<file path="src/rtl/ldpc_enc_sched_if.sv">
// ldpc_enc_sched_if: channel-side and encoder-side signals of the two-channel LDPC encoder scheduler.
interface ldpc_enc_sched_if;
    logic       req0, req1;
    logic [4:0] modcod0, modcod1;
    logic [7:0] din0, din1;
    logic       valid0, valid1;
    logic       ready0, ready1;
    logic       enc_rdy;
    logic       enc_sof;
    logic [4:0] enc_modcod;
    logic [7:0] enc_din;
    logic       enc_din_valid;
    logic       grant_id, busy, frame_done, modcod_err, timeout_err;

    modport slave (
        input  req0, req1, modcod0, modcod1, din0, din1, valid0, valid1, enc_rdy,
        output ready0, ready1, enc_sof, enc_modcod, enc_din, enc_din_valid,
        output grant_id, busy, frame_done, modcod_err, timeout_err
    );

    modport master (
        output req0, req1, modcod0, modcod1, din0, din1, valid0, valid1, enc_rdy,
        input  ready0, ready1, enc_sof, enc_modcod, enc_din, enc_din_valid,
        input  grant_id, busy, frame_done, modcod_err, timeout_err
    );
endinterface

</file>
<file path="src/rtl/ldpc_enc_sched.sv">
// ldpc_enc_sched: round-robin two-channel frame scheduler feeding one LDPC encoder.
module ldpc_enc_sched #(
    parameter int DONE_TIMEOUT = 65535
) (
    input logic             clk,
    input logic             srst_n,
    ldpc_enc_sched_if.slave bus
);
    localparam int TW = $clog2(DONE_TIMEOUT + 1);

    typedef enum logic [1:0] {IDLE, SOF, FEED, WAIT_DONE} state_t;

    state_t        state, state_nx;
    logic          last_grant, sel, sel_bad, mc_bad, rdy_seen_low;
    logic          start, vld, acc, last_byte, done, tmo;
    logic [4:0]    sel_mc;
    logic [7:0]    din;
    logic [12:0]   sel_len, len, cnt;
    logic [TW-1:0] wcnt;

    // On contention the channel that did not win last time gets the grant
    assign sel     = bus.req0 && bus.req1 ? ~last_grant : bus.req1;
    assign sel_mc  = sel ? bus.modcod1 : bus.modcod0;
    assign sel_bad = sel_mc == 5'd0 || sel_mc > 5'd28;

    always_comb begin
        case (sel_mc)
            5'd2:                      sel_len = 13'd2700;
            5'd3:                      sel_len = 13'd3240;
            5'd4:                      sel_len = 13'd4050;
            5'd5, 5'd12:               sel_len = 13'd4860;
            5'd6, 5'd13, 5'd18:        sel_len = 13'd5400;
            5'd7, 5'd14, 5'd19, 5'd24: sel_len = 13'd6075;
            5'd8, 5'd20, 5'd25:        sel_len = 13'd6480;
            5'd9, 5'd15, 5'd21, 5'd26: sel_len = 13'd6750;
            5'd10, 5'd16, 5'd22, 5'd27: sel_len = 13'd7200;
            5'd11, 5'd17, 5'd23, 5'd28: sel_len = 13'd7290;
            default:                   sel_len = 13'd2025;
        endcase
    end

    assign vld       = bus.grant_id ? bus.valid1 : bus.valid0;
    assign din       = bus.grant_id ? bus.din1 : bus.din0;
    assign start     = state == IDLE && bus.enc_rdy && (bus.req0 || bus.req1);
    assign acc       = state == FEED && vld;
    assign last_byte = acc && cnt == len - 13'd1;
    assign done      = state == WAIT_DONE && rdy_seen_low && bus.enc_rdy;
    assign tmo       = state == WAIT_DONE && !done && wcnt == TW'(DONE_TIMEOUT);

    always_comb begin
        state_nx        = state;
        bus.enc_sof     = state == SOF;
        bus.busy        = state != IDLE;
        bus.ready0      = state == FEED && !bus.grant_id;
        bus.ready1      = state == FEED && bus.grant_id;
        bus.frame_done  = done;
        bus.modcod_err  = state == SOF && mc_bad;
        bus.timeout_err = tmo;
        case (state)
            IDLE:      state_nx = start ? SOF : IDLE;
            SOF:       state_nx = FEED;
            FEED:      state_nx = last_byte ? WAIT_DONE : FEED;
            WAIT_DONE: state_nx = done || tmo ? IDLE : WAIT_DONE;
            default:   state_nx = IDLE;
        endcase
    end

    always_ff @(posedge clk) begin
        if (!srst_n) begin
            state             <= IDLE;
            last_grant        <= 1'b1;
            bus.grant_id      <= 1'b0;
            bus.enc_modcod    <= 5'd0;
            len               <= 13'd2025;
            mc_bad            <= 1'b0;
            cnt               <= 13'd0;
            wcnt              <= '0;
            rdy_seen_low      <= 1'b0;
            bus.enc_din       <= 8'd0;
            bus.enc_din_valid <= 1'b0;
        end else begin
            state <= state_nx;
            if (start) begin
                last_grant     <= sel;
                bus.grant_id   <= sel;
                bus.enc_modcod <= sel_mc;
                len            <= sel_len;
                mc_bad         <= sel_bad;
            end
            cnt               <= state == SOF ? 13'd0 : cnt + 13'(acc);
            wcnt              <= state == WAIT_DONE ? wcnt + 1'b1 : '0;
            rdy_seen_low      <= state == SOF ? 1'b0 : rdy_seen_low | !bus.enc_rdy;
            bus.enc_din_valid <= acc;
            if (acc)
                bus.enc_din <= din;
        end
    end
endmodule

</file>
<file path="src/flat_wrapper.sv">
// flat-port wrapper written by rule: the top's interface ports become plain ports
module ldpc_enc_sched_flat 
#(
    parameter int DONE_TIMEOUT = 65535
)
  (clk, srst_n, bus_req0, bus_req1, bus_modcod0, bus_modcod1, bus_din0, bus_din1, bus_valid0, bus_valid1, bus_enc_rdy, bus_ready0, bus_ready1, bus_enc_sof, bus_enc_modcod, bus_enc_din, bus_enc_din_valid, bus_grant_id, bus_busy, bus_frame_done, bus_modcod_err, bus_timeout_err);
  ldpc_enc_sched_if bus_i ();
  input logic clk;
  input logic srst_n;
  input wire logic [$bits(bus_i.req0)-1:0] bus_req0;
  input wire logic [$bits(bus_i.req1)-1:0] bus_req1;
  input wire logic [$bits(bus_i.modcod0)-1:0] bus_modcod0;
  input wire logic [$bits(bus_i.modcod1)-1:0] bus_modcod1;
  input wire logic [$bits(bus_i.din0)-1:0] bus_din0;
  input wire logic [$bits(bus_i.din1)-1:0] bus_din1;
  input wire logic [$bits(bus_i.valid0)-1:0] bus_valid0;
  input wire logic [$bits(bus_i.valid1)-1:0] bus_valid1;
  input wire logic [$bits(bus_i.enc_rdy)-1:0] bus_enc_rdy;
  output wire logic [$bits(bus_i.ready0)-1:0] bus_ready0;
  output wire logic [$bits(bus_i.ready1)-1:0] bus_ready1;
  output wire logic [$bits(bus_i.enc_sof)-1:0] bus_enc_sof;
  output wire logic [$bits(bus_i.enc_modcod)-1:0] bus_enc_modcod;
  output wire logic [$bits(bus_i.enc_din)-1:0] bus_enc_din;
  output wire logic [$bits(bus_i.enc_din_valid)-1:0] bus_enc_din_valid;
  output wire logic [$bits(bus_i.grant_id)-1:0] bus_grant_id;
  output wire logic [$bits(bus_i.busy)-1:0] bus_busy;
  output wire logic [$bits(bus_i.frame_done)-1:0] bus_frame_done;
  output wire logic [$bits(bus_i.modcod_err)-1:0] bus_modcod_err;
  output wire logic [$bits(bus_i.timeout_err)-1:0] bus_timeout_err;
  assign bus_i.req0 = bus_req0;
  assign bus_i.req1 = bus_req1;
  assign bus_i.modcod0 = bus_modcod0;
  assign bus_i.modcod1 = bus_modcod1;
  assign bus_i.din0 = bus_din0;
  assign bus_i.din1 = bus_din1;
  assign bus_i.valid0 = bus_valid0;
  assign bus_i.valid1 = bus_valid1;
  assign bus_i.enc_rdy = bus_enc_rdy;
  assign bus_ready0 = bus_i.ready0;
  assign bus_ready1 = bus_i.ready1;
  assign bus_enc_sof = bus_i.enc_sof;
  assign bus_enc_modcod = bus_i.enc_modcod;
  assign bus_enc_din = bus_i.enc_din;
  assign bus_enc_din_valid = bus_i.enc_din_valid;
  assign bus_grant_id = bus_i.grant_id;
  assign bus_busy = bus_i.busy;
  assign bus_frame_done = bus_i.frame_done;
  assign bus_modcod_err = bus_i.modcod_err;
  assign bus_timeout_err = bus_i.timeout_err;
  ldpc_enc_sched #(.DONE_TIMEOUT(DONE_TIMEOUT)) u_core (.clk(clk), .srst_n(srst_n), .bus(bus_i));
endmodule
</file>
<file path="config.mk">
export PLATFORM = sky130hd
export DESIGN_NAME = ldpc_enc_sched_flat
export DESIGN_NICKNAME = d
export VERILOG_FILES = /design/src/rtl/ldpc_enc_sched_if.sv /design/src/rtl/ldpc_enc_sched.sv /design/src/flat_wrapper.sv
export SDC_FILE = /design/constraint.sdc
export NUM_CORES = 1
export LEC_CHECK = 0
export CELL_PAD_IN_SITES_DETAIL_PLACEMENT = 1
export CELL_PAD_IN_SITES_GLOBAL_PLACEMENT = 2
export CORE_MARGIN = 1.5
export CORE_UTILIZATION = 34
export CTS_CLUSTER_DIAMETER = 200
export DETAILED_ROUTE_END_ITERATION = 10
export PLACE_DENSITY_LB_ADDON = 0.1
export SYNTH_ARGS = -nofsm -noshare
export SYNTH_HDL_FRONTEND = slang
export SYNTH_SLANG_ARGS = --single-unit
export TNS_END_PERCENT = 100
</file>
<file path="constraint.sdc">
create_clock -name clk -period 5 [get_ports clk]
set_clock_uncertainty 0.15 [all_clocks]
set_input_delay 1 -clock clk [delete_from_list [all_inputs] [get_ports clk]]
set_output_delay 1 -clock clk [all_outputs]
set_load 0.01 [all_outputs]
</file>
After elaboration in Yosys (flattened, before gate mapping)
Memory sizes are Yosys's and may differ from the RTL's. A register that Yosys moved wholly into a read port is not among the register bits.
Index checks and enable logic that the tools add are counted.

storage, ports and cells
  ROM bits = 416
  memories kept = 1
  latch bits = 0
  memory bits (writable) = 0
  bits in registers = 49

memory list
  name             depth  bits a word  rd ports  clocked after memory_dff  write ports  line                  text
  (no name shown)  32     13           1         1                         0            ldpc_enc_sched.sv:27  case (sel_mc)

cells by class
  shift operators = 0
  reduce and logical (&&, ||, !) cells = 24
  $mul = 0
  multiplexer cells = 8
  $add $sub $neg = 3
  bitwise gates (word level) = 3
  divide/modulo/power cells = 0
  magnitude comparators = 1
  equality and inequality tests = 5

operators by type and width
  cell                                                number
  adder 16 x 1 -> 16 bit, second input constant       1
  == test 16 bit, second input constant               1
  adder 13 x 1 -> 13 bit                              1
  == test 13 bit                                      1
  subtractor 13 x 1 -> 13 bit, second input constant  1
  logical AND 1 bit                                   12
  two-way mux 8 bit                                   1
  one-hot mux 2 bit (4 select lines)                  1
  > comparator 5 bit, second input constant           1
  logical NOT 5 bit                                   1
  two-way mux 5 bit                                   1
  == test 2 bit, second input constant                2
  logical NOT 1 bit                                   4
  two-way mux 1 bit                                   4
  logical OR 1 bit                                    3
  == test 2 x 1 -> 1 bit, second input constant       1
  logical NOT 2 bit                                   1
  two-way mux 2 bit                                   1
  inverter 1 bit                                      2
  AND reduction 2 bit                                 1
  nonzero test 2 bit                                  1
  OR reduction 2 bit                                  1
  OR 1 bit                                            1

Logic depth before layout (Yosys ltp)
Gate-level depths: netlist of run 1.

  depth after elaboration = 9
  depth in mapped cells = 10
  mapped depth without buffers = 9

Worst setup path before layout of run 1
Ideal clock, no wire load.

  path type = input to register
  start = in bus_req1
  end = reg u_core.len[7]
  arrival time = 3039 ps
  stages on the path = 9
  setup slack = 1690 ps
  buffers on the path = 1
  data required time = 4728 ps
  cell sequence = a21bo_2 buf_6 mux2i_1 inv_1 ha_1 mux2_2 a21oi_1 o21ai_0 a221o_1

between the ends
  word-level cells in the longest chain between the ends = 3
  elaborated cells between the ends (all ways) = 5
  those cells by class = 2 x mux; 3 x reduce/logical

RTL lines
  item                        line                  text
  start: declaration          flat_wrapper.sv:11    input wire logic [$bits(bus_i.req1)-1:0] bus_req1;
  logical AND 1 bit           ldpc_enc_sched.sv:22  assign sel = bus.req0 && bus.req1 ? ~last_grant : bus.req1;
  two-way mux 1 bit *         ldpc_enc_sched.sv:22
  two-way mux 5 bit *         ldpc_enc_sched.sv:23  assign sel_mc = sel ? bus.modcod1 : bus.modcod0;
  named net u_core.sel_mc[0]  ldpc_enc_sched.sv:16  logic [4:0] sel_mc;
  end: declaration            ldpc_enc_sched.sv:18  logic [12:0] sel_len, len, cnt;

The timed path passes the listed nets; every way through them passes the cells marked *.
A chain may end at the register's enable or synchronous reset.

Worst setup path in the final report of run 1
  start = in bus_req0
  end = reg u_core.len[7]

between the ends
  word-level cells in the longest chain between the ends = 3
  elaborated cells between the ends (all ways) = 5
  those cells by class = 2 x mux; 3 x reduce/logical

RTL lines
  item                        line                  text
  start: declaration          flat_wrapper.sv:10    input wire logic [$bits(bus_i.req0)-1:0] bus_req0;
  logical AND 1 bit           ldpc_enc_sched.sv:22
  two-way mux 1 bit           ldpc_enc_sched.sv:22
  two-way mux 5 bit           ldpc_enc_sched.sv:23
  named net u_core.sel_mc[0]  ldpc_enc_sched.sv:16

The timed path passes the listed nets, and every way through them passes these cells.

==> metrics.md, run 1 <==
| Metric | Value |
|---|---|
| Worst EP required | `between 5 and 6 ns` |
| Hold Buf Count CTS | `0` |
| Clock Path Buffers | `2` |
| PD cells | `roughly 280 nW/um2` |
| Max Cap Viol | `0` |
| Pre-Repair DR Iteration Count | `4` |
| Syn_area_per_cell | `between 7 and 8 um2` |
| Outcome | `completed` |
| Slew HR | `between 40 and 50%` |
| Proportion of layout cells with a drive suffix above 1 | `slightly above 7%` |
| CTS tree | `yes` |
| Synth area leaders | `dfxtp_1, nor2_1, xor2_1, nand2_1, mux2i_1` |
| Dominant cell type by area after synthesis | `dfxtp_1` |
| Vias in the first global route | `3,582` |
| Effective utilization at floorplan | `~35%` |
| Cell chain of the critical path | `clkdlybuf4s50_1, a21bo_2, mux2i_1, inv_1, ha_1, mux2_2, a21oi_1, o21ai_0, a221o_1` |
| Endpoint class of the critical path | `flip-flop` |
| CTS sink count | `62` |
| Synthesized instance count | `465` |
| Synth cell count leaders | `dfxtp_1, nor2_1, nand2_1` |
| # rows | `37` |
| Area grow syn2layout | `22.88%` |
| Setup TNS | `0 ns` |
| Initial DRC Count | `roughly 110` |
| Fmax | `between 200 and 300 MHz` |
| Final ANT Viol Nets | `0` |
| LEAKAGE | `roughly 0.0016 uW` |
| CP arrival | `between 4 and 5 ns` |
| WL final | `~11 mm` |
| Setup WS post-layout | `1.006 ns` |
| Clock buffer count from CTS | `9` |
| Num ports | `55` |
| Crit-path max FO | `18` |
| Worst path max stage delay | `0.70 ns` |
| Slew Viols, Final | `0` |
| Slew @ Worst Pin | `0.8356 ns` |
| Max VDD drop | `~110 uV` |
| Post-synth EDFFs | `0` |
| Delay-heaviest family, CP | `compound AO/OA/AOI/OAI gates` |
| H-tree lvl count | `3` |
| Die X | `between 100 and 150 um` |
| Fin nets | `roughly 560` |
| Global-route wire length before repair | `between 15 and 20 mm` |
| Post-detail-place hpwl | `around 8.1 mm` |
| Clock Latency Late Sink | `approximately 0.35 ns` |
| Port buffer count | `54` |
| Slowest cell on crit path | `mux2i_1` |
| Post-synth top area share | `between 30% and 40%` |
| # setup viols final | `0` |
| # DRC | `0` |
| CTS clk-pin slew, worst paths | `approximately 0.08 ns` |
| Final Cycle Share | `~80%` |
| Syn Nets | `510` |
| #FFs+latches synth | `just over 60` |
| Setup CP Type | `in -> reg` |
| Vias per inst | `5.352` |
| Die H | `107.4 um` |
| Type of the most critical hold path | `reg -> reg` |
| Die area | `about 12,000 um2` |
| Initial antenna violation count | `0` |
| Diode count | `0` |
| Period minus WS final | `approximately 4.0 ns` |
| Seq/Total Area, Yosys | `about a third` |
| Root buffer cell | `clkbuf_8` |
| Top_reg_cell synth | `dfxtp_1` |
| Hold Vio Cnt, Final | `0` |
| Avg WL per Cell | `16.63 um` |
| Global route total overflow | `0` |
| Largest net degree at the start of global routing | `23` |
| Core Box Area | `about 10,000 um2` |
| Final Wtd Congestion | `~0.84` |
| CTS resizes | `0` |
| Post-CTS setup buffer count | `0` |
| Post-Syn Area | `3707 um2` |
| CP startpoint kind | `input pin` |
| RSZ-0062 raised after global routing | `false` |
| Synth unique cells | `54` |
| Number of synthesis warnings | `0` |
| Vias | `roughly 3,500` |
| Setup WS pre-CTS | `between 0.6 and 0.7 ns` |
| WP buf/inv | `2` |
| Most common cell in the netlist | `dfxtp_1` |
| Async set or reset register ratio after synthesis | `0%` |
| GR Util All Layers | `roughly 20%` |
==> state kept, by name, indices dropped and copies added (netlist names) <==
signal,flops
u_core.rdy_seen_low,1
u_core.bus.enc_din,8
u_core.cnt,13
u_core.bus.grant_id,1
u_core.last_grant,1
u_core.mc_bad,1
u_core.bus.enc_modcod,5
u_core.state,2
u_core.len,13
u_core.wcnt,16
u_core.bus.enc_din_valid,1
==> cell usage in the layout (no fill, tap or decap), types with 3 or more instances in the layout <==
cell type and n:
xor2_1 21, and2_1 4, or3_1 7, o211ai_1 6, nand2b_1 7, inv_1 13, ha_1 12, dfxtp_1 62
nand4_1 7, o21a_1 4, a21oi_1 27, mux2_2 5, o21ai_0 22, o22ai_1 3, or4_1 3, nand3_1 18
nand2_1 44, a31oi_1 8, nor2_1 61, nor3_1 20, clkbuf_8 10, nand3b_1 4, a211oi_1 17, buf_4 6
xnor2_1 15, a221o_1 3, mux2i_1 16, clkdlybuf4s50_1 54
==> logic make-up (layout without fill, tap and decap cells) <==
family,count (synthesis),in the layout,synth area share [%]
buffers and inverters,36,89,4.218
muxes,23,23,6.581
DFF,62,62,33.48
and+or+nand+nor,190,190,24.50
xor gates and xnor gates,36,36,8.505
AOI/OAI and AO/OA,106,106,18.66
adders and majority gates,12,12,4.050
==> per-layer routing <==
metal  up-vias  wire length (um)  GRT usage [%]
met5         -                 0              0
met4         0               166          6.673
met3        13               274          3.571
met2        50              5330          33.26
met1      1682              5107          25.67
li1       1755                 -              -
==> power by group <==
group	switching (uW)	internal, uW
clock network	215	244
logic	145	117
registers	28.6	516
==> path summary, 6_finish.rpt <==
path	cells after the start	slack, ns	endpoint	start
worst max register to register	8	1.80	u_core.len[7]	u_core.last_grant
worst max-delay path	9	1.01	u_core.len[7]	bus_req0
worst min-delay path	2	0.31	u_core.rdy_seen_low	u_core.rdy_seen_low
worst min register to register	2	0.31	u_core.rdy_seen_low	u_core.rdy_seen_low
==> cell type report <==
class	instances	area (um2)
inverter	13	48.80
tap	136	170.2
fill	1303	5907
multi-input combinational	367	2310
timing repair buffer	60	585.6
clock buffer	11	141.4
clock inverter	5	58.81
sequential	62	1241
==> per-stage QoR <==
step	power [uW]	area (um2)	hold WS [ns]	instances	utilization, %
after floorplan	713.4	3707	0.2797	465	-
after global placement	816.0	4355	0.2893	638	41.63
after detailed placement	818.7	4355	0.2999	638	41.63
after CTS	1282	4556	0.3107	654	43.54
after global routing	1335	4556	0.3371	654	43.54
final	1266	4556	0.3093	654	43.54
==> worst register-to-register path: stages, from the launching register on <==
cell and delay [ns]:
dfxtp_1 0.35, a21bo_2 0.44, mux2i_1 0.70, inv_1 0.30
ha_1 0.33, mux2_2 0.27, a21oi_1 0.14, o21ai_0 0.11
a221o_1 0.29
(Power assumes the default switching activity.)
==> run 2: changes to the inputs <==
CORE_UTILIZATION = 32   (was 34)
clock period = 3.9 ns   (was 5 ns; I/O delays follow)
==> metrics.md, run 2 (synthesis gave the netlist of run 1 again) <==
| Metric | Value |
|---|---|
| Initial antenna violation count | `0 (unchanged)` |
| Setup WS pre-CTS | `0.3126 ns (-0.3572 ns)` |
| Most common cell after layout, fill and taps aside | `dfxtp_1` |
| Die area | `12,240 um2 (+6.1%)` |
| Die H | `110.6 um (+3.0%)` |
| Endpoint class of the critical path | `flip-flop` |
| Setup WS post-layout | `0.6888 ns (-0.3168 ns)` |
| Final ANT Viol Nets | `0 (unchanged)` |
| Hold Worst Slack | `0.3096 ns (+0.0002690 ns)` |
| Top sig layer | `met4` |
| Metal2 WL | `5.681 mm (+6.6%)` |
| Top reg by flops | `u_core.wcnt` |
| Slew Viols, Final | `0 (unchanged)` |
| Root buffer cell | `clkbuf_16` |
| Largest register FFs | `16 (unchanged)` |
| Area grow syn2layout | `27.00%` |
| Crit-path max FO | `5 (-13)` |
| Effective utilization at floorplan | `32.61% (-2.8 points)` |
| Vias per inst | `5.356 (about the same)` |
| Clock Path Buffers | `2 (unchanged)` |
| Hold path cells | `2 (unchanged)` |
| Type of the most critical hold path | `reg -> reg` |
| Port buffer count | `54 (unchanged)` |
| Placed Area | `4424 um2 (+1.6%)` |
| Met1 wire length | `5.251 mm (+2.8%)` |
| Pre-Repair DR Iteration Count | `4 (unchanged)` |
| Fmax | `a little over 300 MHz` |
| Met3 wire len | `327 um (+19%)` |
| Avg WL per Cell | `17.03 um (+2.4%)` |
| Post-detail-place hpwl | `8.586 mm (+5.5%)` |
| Slew @ Worst Pin | `0.7492 ns (-0.08639 ns)` |
| Hold Buf Count CTS | `0 (unchanged)` |
| Slew HR | `50.00% (+5.8 points)` |
| Total power | `1826 uW (+44%)` |
| CTS resizes | `0 (unchanged)` |
| CP startpoint kind | `input pin` |
| Core Box Area | `11,370 um2 (+8.7%)` |
| # DRC | `0 (unchanged)` |
| Diode count | `0 (unchanged)` |
| Most frequent cells in the layout | `dfxtp_1, nor2_1, clkdlybuf4s50_1` |
| Max VDD drop | `315.5 uV (+180%)` |
| Fin nets | `566 (+1.4%)` |
| Global-route wire length before repair | `18.80 mm (+4.5%)` |
| Largest net degree at the start of global routing | `23 (unchanged)` |
| CTS sink count | `62 (unchanged)` |
| Setup CP Type | `in -> reg` |
| # rows | `39 (+5.4%)` |
| Die X | `110.6 um (+3.0%)` |
| Final Cycle Share | `82.34%` |
| Post-CTS setup buffer count | `0 (unchanged)` |
| Num ports | `55 (unchanged)` |
| Global route total overflow | `0 (unchanged)` |
| Clock buffer count from CTS | `9 (unchanged)` |
| CP arrival | `3.29 ns (-0.79 ns)` |
| CTS tree | `yes` |
| CTS clk-pin slew, worst paths | `0.05 ns (-0.03 ns)` |
| Final Wtd Congestion | `0.8414 (+0.57%)` |
| Clock Latency Late Sink | `0.34 ns (about the same)` |
| Vias | `3,583 (+2.4%)` |
| Finished Cell Area | `4708 um2 (+3.4%)` |
| GR Util All Layers | `19.24% (-0.62 points)` |
| Worst EP required | `3.98 ns (-1.11 ns)` |
| Largest registers | `u_core.wcnt x16, u_core.cnt x13, u_core.len x13` |
| Vias in the first global route | `3,642 (+1.7%)` |
| Fillcell total | `1,373 (+5.4%)` |
| PD cells | `387.9 nW/um2 (+40%)` |
| Outcome | `completed` |
| Period minus WS final | `~3.2 ns` |
| RSZ-0062 raised after global routing | `false` |
| Max Cap Viol | `0 (unchanged)` |
| WL final | `11.39 mm (+4.7%)` |
| R2R depth | `8 (unchanged)` |
| LEAKAGE | `0.001646 uW (+5.1%)` |
| Setup TNS | `0 ns (unchanged)` |
| # setup viols final | `0 (unchanged)` |
| Proportion of layout cells with a drive suffix above 1 | `8.175% (+1.0 points)` |
| Hold Vio Cnt, Final | `0 (unchanged)` |
| Initial DRC Count | `140 (+25%)` |
| H-tree lvl count | `3 (unchanged)` |
==> run 2: cell types whose count changed in the layout (fill, tap and decap cells not counted), sizes merged <==
cell / before / now
buf: 6 / 14
clkbuf: 11 / 12
clkinvlp: 2 / 1
==> run 2: final timing paths <==
kind | startpoint | endpoint | slack (ns)
worst max-delay path | bus_req1 | u_core.len[7] | 0.69
worst min-delay path | u_core.rdy_seen_low | u_core.rdy_seen_low | 0.31
worst max register to register | u_core.last_grant | u_core.len[7] | 1.33
worst min register to register | u_core.rdy_seen_low | u_core.rdy_seen_low | 0.31
==> run 2: power breakdown <==
group / internal, uW / switching (uW)
sequential: 664 / 35.8
combinational: 156 / 192
clock: 492 / 287
==> run 2: critical path: stages <==
cell and delay [ns]:
clkdlybuf4s50_1 0.49, a21boi_0 0.31, mux2i_1 0.46, inv_1 0.18, ha_1 0.26, mux2_2 0.28
a21oi_1 0.15, o21ai_0 0.11, a221o_1 0.27
==> run 2: final cells by class <==
cell class,instances,area (um2),share of cell area (%)
timing repair buffer,68,645.6,13.71
clock inverter,4,47.55,1.010
clock buffer,12,236.5,5.023
multi-input combinational,367,2310,49.06
inverter,13,48.80,1.036
sequential,62,1241,26.36
tap,143,178.9,3.800
==> run 2: routing by layer <==
metal  vias to the layer above  global-route usage [%]
met3                        10                   5.049
met1                      1752                   23.39
met5                         -                       0
li1                       1774                       -
met2                        47                   33.70
met4                         0                   4.786
==> run 2: per-stage QoR <==
step | cells | util (%)
CTS | 669 | 41.41
floorplan | 465 | -
global placement | 653 | 38.91
global route | 669 | 41.41
finish | 669 | 41.41
detailed placement | 653 | 38.91
